$ cat config.mk
export PLATFORM = sky130hd
export DESIGN_NAME = cmd_issuer
export DESIGN_NICKNAME = d
export VERILOG_FILES = /design/src/rtl/cmd_issuer_pkg.sv /design/src/rtl/cmd_issuer_timer.sv /design/src/rtl/cmd_issuer.sv
export SDC_FILE = /design/constraint.sdc
export NUM_CORES = 1
export LEC_CHECK = 0
export BUFFER_PORTS_ARGS = -buffer_cell sky130_fd_sc_hd__buf_4
export CAP_MARGIN = 40
export CORE_MARGIN = 5
export CORE_UTILIZATION = 51
export CTS_CLUSTER_SIZE = 8
export DETAILED_ROUTE_END_ITERATION = 8
export PLACE_DENSITY_LB_ADDON = 0.05
export RECOVER_POWER = 100
export SLEW_MARGIN = 20
export SYNTH_ARGS = -nofsm -noshare
export SYNTH_HDL_FRONTEND = slang
export SYNTH_SLANG_ARGS = --single-unit
export TNS_END_PERCENT = 20
$ cat constraint.sdc
create_clock -name clk -period 2.72 [get_ports clk]
set_input_delay 0.272 -clock clk [delete_from_list [all_inputs] [get_ports clk]]
set_output_delay 0.272 -clock clk [all_outputs]
set_load 0.02 [all_outputs]
$ cat src/rtl/cmd_issuer_pkg.sv
// Shared types for the select/data command issuer: sink selector codes,
// FSM state encoding and the raw-selector normalisation helper.
package cmd_issuer_pkg;

  typedef enum logic [1:0] {
    SEL_FOO     = 2'b00,
    SEL_BAR     = 2'b01,
    SEL_DEFAULT = 2'b10
  } sel_e;

  typedef enum logic [1:0] {
    IDLE,
    ISSUE,
    WAIT_ACK,
    HALT
  } state_e;

  // The unused code 2'b11 folds onto the default branch of the sink.
  function automatic sel_e map_sel(input logic [1:0] raw);
    case (raw)
      2'b00:   return SEL_FOO;
      2'b01:   return SEL_BAR;
      default: return SEL_DEFAULT;
    endcase
  endfunction

endpackage

$ cat src/rtl/cmd_issuer_timer.sv
// Ack wait timer for cmd_issuer; only built when CMD_ISSUER_TIMEOUT_EN is defined.
// expired flags the TIMEOUT-th consecutive run cycle, so the FSM leaves on that edge.
module cmd_issuer_timer #(
  parameter int unsigned TIMEOUT = 15
) (
  input  logic clk,
  input  logic rst,
  input  logic clear,
  input  logic run,
  output logic expired
);

  localparam int unsigned W = (TIMEOUT < 2) ? 1 : $clog2(TIMEOUT);
  localparam logic [W-1:0] LAST = W'(TIMEOUT - 1);

  logic [W-1:0] count;

  always_ff @(posedge clk) begin
    if (rst) begin
      count <= '0;
    end else if (clear) begin
      count <= '0;
    end else if (run && !expired) begin
      count <= count + W'(1);
    end
  end

  // count holds the cycles already waited; the current cycle makes it TIMEOUT.
  assign expired = run && (count == LAST);

endmodule

$ cat src/rtl/cmd_issuer.sv
// Initiator for the select/data register-load sink: one command in flight, held until ack.
// Optional ack timeout with sticky err and HALT state: define CMD_ISSUER_TIMEOUT_EN.
module cmd_issuer
  import cmd_issuer_pkg::*;
#(
  parameter int unsigned DATA_W  = 8,
  parameter int unsigned TIMEOUT = 15,
  parameter int unsigned CNT_W   = 8
) (
  input  logic              clk,
  input  logic              rst,
  input  logic              req_valid,
  output logic              req_ready,
  input  logic [1:0]        req_sel,
  input  logic [DATA_W-1:0] req_data,
  output logic [1:0]        x,
  output logic [DATA_W-1:0] z,
  output logic              stb,
  input  logic              ack,
  output logic              done,
  output logic              err,
  output logic [CNT_W-1:0]  cnt
);

  if (TIMEOUT < 1) begin : g_bad_timeout
    $error("cmd_issuer: TIMEOUT must be >= 1");
  end

  state_e            state, state_nxt;
  logic              ready_nxt, stb_nxt, done_nxt;
  logic [1:0]        x_nxt;
  logic [DATA_W-1:0] z_nxt;
  logic [CNT_W-1:0]  cnt_nxt;
  logic              accept;
  logic              timeout_hit;

  assign accept = (state == IDLE) && req_ready && req_valid;

`ifdef CMD_ISSUER_TIMEOUT_EN
  logic err_q, err_nxt;
  logic run;

  assign run = (state == WAIT_ACK) && !ack;

  cmd_issuer_timer #(
    .TIMEOUT(TIMEOUT)
  ) u_timer (
    .clk    (clk),
    .rst    (rst),
    .clear  (accept),
    .run    (run),
    .expired(timeout_hit)
  );

  assign err = err_q;
`else
  assign timeout_hit = 1'b0;
  assign err         = 1'b0;
`endif

  // NOTE: every always_comb target gets a default first, so no path infers a latch.
  always_comb begin
    state_nxt = state;
    ready_nxt = req_ready;
    stb_nxt   = stb;
    x_nxt     = x;
    z_nxt     = z;
    done_nxt  = 1'b0;
    cnt_nxt   = cnt;
`ifdef CMD_ISSUER_TIMEOUT_EN
    err_nxt   = err_q;
`endif
    case (state)
      IDLE: begin
        ready_nxt = 1'b1;
        if (accept) begin
          x_nxt     = map_sel(req_sel);
          z_nxt     = req_data;
          stb_nxt   = 1'b1;
          ready_nxt = 1'b0;
          state_nxt = ISSUE;
        end
      end
      ISSUE: begin
        // ack is deliberately ignored here; the sink sees stb for a full cycle first.
        state_nxt = WAIT_ACK;
      end
      WAIT_ACK: begin
        if (ack) begin
          stb_nxt   = 1'b0;
          done_nxt  = 1'b1;
          cnt_nxt   = cnt + CNT_W'(1);
          ready_nxt = 1'b1;
          state_nxt = IDLE;
        end else if (timeout_hit) begin
          stb_nxt   = 1'b0;
`ifdef CMD_ISSUER_TIMEOUT_EN
          err_nxt   = 1'b1;
`endif
          state_nxt = HALT;
        end
      end
      HALT: begin
        ready_nxt = 1'b0;
        stb_nxt   = 1'b0;
      end
      default: begin
        state_nxt = IDLE;
      end
    endcase
  end

  // NOTE: sequential state uses non-blocking assignments so all registers update together.
  always_ff @(posedge clk) begin
    if (rst) begin
      state     <= IDLE;
      req_ready <= 1'b0;
      stb       <= 1'b0;
      x         <= SEL_DEFAULT;
      z         <= '0;
      done      <= 1'b0;
      cnt       <= '0;
    end else begin
      state     <= state_nxt;
      req_ready <= ready_nxt;
      stb       <= stb_nxt;
      x         <= x_nxt;
      z         <= z_nxt;
      done      <= done_nxt;
      cnt       <= cnt_nxt;
    end
  end

`ifdef CMD_ISSUER_TIMEOUT_EN
  always_ff @(posedge clk) begin
    if (rst) begin
      err_q <= 1'b0;
    end else begin
      err_q <= err_nxt;
    end
  end
`endif

endmodule

### Word-level counts from Yosys, hierarchy flattened

Cells that the tools add are included.

| operators by class | value |
|---|---|
| reductions and logical operators | 12 |
| $add $sub $neg | 1 |
| mux-type cells | 11 |
| bitwise operators | 1 |
| equal/unequal tests | 6 |

Operator list:

| kind | number |
|---|---|
| 8-bit by 1-bit adder with 8-bit output, second input constant | 1 |
| 1-bit case mux with 3 select lines | 2 |
| 2-bit case mux with 3 select lines | 1 |
| 2-bit AND reduction | 3 |
| 3-bit AND reduction | 2 |
| 3-bit nonzero test | 2 |
| 1-bit two-way mux | 5 |
| 2-bit by 1-bit == test with 1-bit output, second input constant | 2 |
| 2-bit == test, second input constant | 2 |
| 2-bit zero test | 2 |
| 2-bit two-way mux | 2 |
| 2-bit inequality test, second input constant | 2 |
| 2-bit case mux with 2 select lines | 1 |
| 1-bit logical AND | 2 |
| 2-bit OR reduction | 1 |
| 1-bit NOT | 1 |

| storage, ports and cells | value |
|---|---|
| input port bits | 14 |
| output and inout bits | 22 |
| logic and storage cells | 38 |
| register bits | 23 |

### Longest topological paths before layout

| depth | value |
|---|---|
| word-level depth | 5 |
| gate-level depth with buffers | 6 |
| gate-level depth less buffers | 5 |

### Least setup slack after synthesis

No wires, ideal clock.

| timing | value |
|---|---|
| path type | reg-to-reg |
| start point | register state[0] |
| end point | register stb |
| setup time | 0.070 ns |
| arrival | 1.342 ns |
| path buffers | 0 |
| stages on the path, launching flop included | 6 |
| slack | 1.307 ns |
| required time | 2.650 ns |
| period minus slack after synthesis | 1.413 ns |
| cell sequence | dfxtp_1 -> inv_1 -> ha_1 -> a21boi_0 -> or4_1 -> a21oi_1 |

| on the way | value |
|---|---|
| cells in the longest elaborated chain, start to end | 5 |
| elaborated cells on any way between the ends | 10 |
| classes of those cells | 4 x eq/ne; 1 x mux; 5 x reduce/logical |

RTL lines:

| item | line | text |
|---|---|---|
| from (decl) | cmd_issuer.sv:29 | `state_e state, state_nxt;` |
| from (signal assigned) | cmd_issuer.sv:124 | `state <= state_nxt;` |
| 2-bit zero test | cmd_issuer.sv:37, cmd_issuer.sv:73 |  |
| 1-bit logical AND (2 in a row) | cmd_issuer.sv:37 | `assign accept = (state == IDLE) && req_ready && req_valid;` |
| 2-bit inequality test (no source line) | - |  |
| 3-bit AND reduction (no source line) | - |  |
| to (signal assigned) | cmd_issuer.sv:126 | `stb <= stb_nxt;` |
| to (decl) | cmd_issuer.sv:18 | `output logic stb,` |

Parallel ways exist; a longest one is shown, timed or not.
A chain may end at the register's enable or synchronous reset.

### Final worst setup path

| timing | value |
|---|---|
| start point | register state[0] |
| end point | register cnt[7] |

| on the way | value |
|---|---|
| cells in the longest elaborated chain, start to end | 2 |

RTL lines:

| item | line | text |
|---|---|---|
| 2-bit == test | cmd_issuer.sv:73 | `case (state)` |
| 2-bit AND reduction (no source line) | - |  |
| to (signal assigned) | cmd_issuer.sv:130 | `cnt <= cnt_nxt;` |
| to (decl) | cmd_issuer.sv:22 | `output logic [CNT_W-1:0] cnt` |

No other way between the ends.

==> impl_metrics.yaml <==
sta:
  finClkSkew_ps: 2.13
  finalCriticalPeriod_ps: 1580
  drv_slew: 0
  rsz0062_at_grt: "false"
  finalHoldViolCount: 0
  max_freq_mhz: 634
  finalSetupViolations: 0
  period_share_pct: 58.0
  fin_tns_setup_ps: 0
global_routing:
  antenna_found_initial: 0
  grt_pass1_vias: 826
  grt_max_degree: 24
  grt_pass1_wl_um: 3390
  grt_overflow: 0
  grt_usage_pct: 15.8
finish:
  nets: 171
  drive_above_1_share_pct: 12.6
  area_growth_pct: 20.9
  diodes: 0
  fin_cells: 178
pwr:
  max-vdd-ir-drop_uv: 390
  p_per_area_mw_per_mm2: 739
  p_leak_nw: 0.454
setup_path:
  timing.rr.start: "state[0]"
  crit_fanout: 7
  rrSetupSlack_ps: 1140
  timing.rr.end: "cnt[7]"
  cp-startpoint: "state[0]"
  critPathLaunchType: "flop"
  end_kind: "flop"
  reg2regPathDepth: 5
  criticalPathCategory: "reg2reg"
  cp.arrival_ps: 1820
  crit_required_ps: 2960
synthesis:
  synthesis.instances: 118
  synth_flop_cell: "dfxtp_1"
  synth_edf_count: 0
  syn_area_um2: 996
  ys_seq_elements: 23
  yosysUniqueCellTypes: 29
  post-synth-top-area-cell: "dfxtp_1"
  syn_nets: 137
  synthTopCellsByArea: "dfxtp_1 46%, nand2_1 8.7%, a21oi_1 8.5%"
  yosysTopAreaCellShare_pct: 46.2
  synth_warnings: 0
  synth_seq_area_share_pct: 46.2
  ys_top_cells_by_count: "23 x dfxtp_1, 23 x nand2_1, 17 x a21oi_1, 6 x inv_1"
  syn_avg_cell_area_um2: 8.44
  async_reset_ff_share_pct: 0
min_path:
  min_from: "req_sel[1]"
  hold_path_class: "in2reg"
  worstHoldEndpoint: "x[1]"
  whs_path_depth: 3
floorplan:
  coreArea_mm2: 0.00190
  start_util_pct: 52.4
  num_io_pins: 36
  die-area_mm2: 0.00294
  die_x_um: 54.2
  die_h_um: 54.2
  rows: 16
clocking:
  clk_latency_ps: 300
  clock_path_buffers: 2
  clock-sinks: 23
  cts_buffers: 3
  post-cts-setup-buffers: 0
  cts_tree: "done"
  htree_num_levels: 1
  cts_root_buf: "clkbuf_4"
  hold_buffers: 0
  path_clk_slew_ps: 120
  ctsResizeCount: 0
placed_design:
  port-buffer-count: 34
  post-dp-hpwl_um: 1610
  gp_congestion: 0.706
  place_inst: 174
detailed_routing:
  first_pass_iters: 4
  ant_nets: 0
  drc: 0
  routedWlPerCell_um: 11.6
  vias: 922
  vias_per_cell: 5.18
  drt_iter0_markers: 4
  wl_um: 2070
status:
  status: "finished clean"
run:
  drv_cap: 0
-- critical path, cell delays in order (launching register included) --
cell	delay, ps
dfxtp_1	370
inv_1	90
ha_1	260
nand4_1	210
or4_1	440
a21oi_1	140
-- layout by cell type, fill, tap and decap left out, types with 2 or more instances in the layout --
cell type / instances
o31ai_1: 2
nand3_1: 4
a21oi_1: 17
ha_1: 5
nand2_1: 23
nor3_1: 2
or4_1: 2
clkbuf_1: 21
o21ai_0: 5
nand3b_1: 2
nor2_1: 3
buf_4: 13
or3_1: 4
dfxtp_1: 23
inv_1: 6
clkbuf_4: 3
a31oi_1: 2
-- report_power, final --
group	internal (mW)	leakage [nW]	switching, mW
clock	0.0547	0.0177	0.0987
combinational	0.120	0.249	0.190
sequential	0.387	0.187	0.0388
-- metal layers --
layer	track usage (%)	vias up	share of wire, %
li1	-	474	-
met1	18.4	421	42
met2	28.3	27	52
met3	3.32	0	6.2
met4	4.98	0	0
met5	0	-	0
-- flip-flops by register name (all words and copies together), names as in the netlist --
register and count:
stb 1, z 8, state 2, x 2, req_ready 1, cnt 8
done 1
-- kinds of logic (layout without fill, tap and decap cells) --
group           after synthesis  in the layout  share of synthesized area, %
fa+ha+maj                     5              5                          6.28
flops                        23             23                          46.2
xor+xnor                      2              2                          1.76
buf+inv                      11             44                          4.65
compound gates               30             30                          17.2
other cells                   1              1                         0.377
simple gates                 46             46                          23.5
-- area by class of cell --
class | instances | area, um^2
clock inverter | 1 | 5.00
inverter | 6 | 22.5
multi-input combinational | 84 | 483
tap | 27 | 33.8
clock buffer | 3 | 22.5
fill | 181 | 698
sequential | 23 | 460
timing repair buffer | 34 | 176
-- per-stage QoR --
stage / setup slack, ps / utilization, % / instance area, um^2 / power, mW / hold slack, ps
final: 1140 / 63.3 / 1200 / 0.889 / 181
after detailed placement: 1190 / 66.3 / 1260 / 0.781 / 451
after global routing: 907 / 63.3 / 1200 / 0.973 / 173
after global placement: 1250 / 66.3 / 1260 / 0.772 / 444
after CTS: 1180 / 67.8 / 1290 / 0.940 / 174
after floorplan: 1310 / - / 996 / 0.665 / 345
-- worst max path at each step --
stage / slack [ps] / end / depth (start not counted)
floorplan: 1310 / stb / 5
global placement: 1250 / cnt[7] / 4
detailed placement: 1190 / cnt[7] / 5
CTS: 1180 / cnt[7] / 5
global route: 910 / cnt[7] / 5
finish: 1140 / cnt[7] / 5
Power figures use the tool's default switching activity.
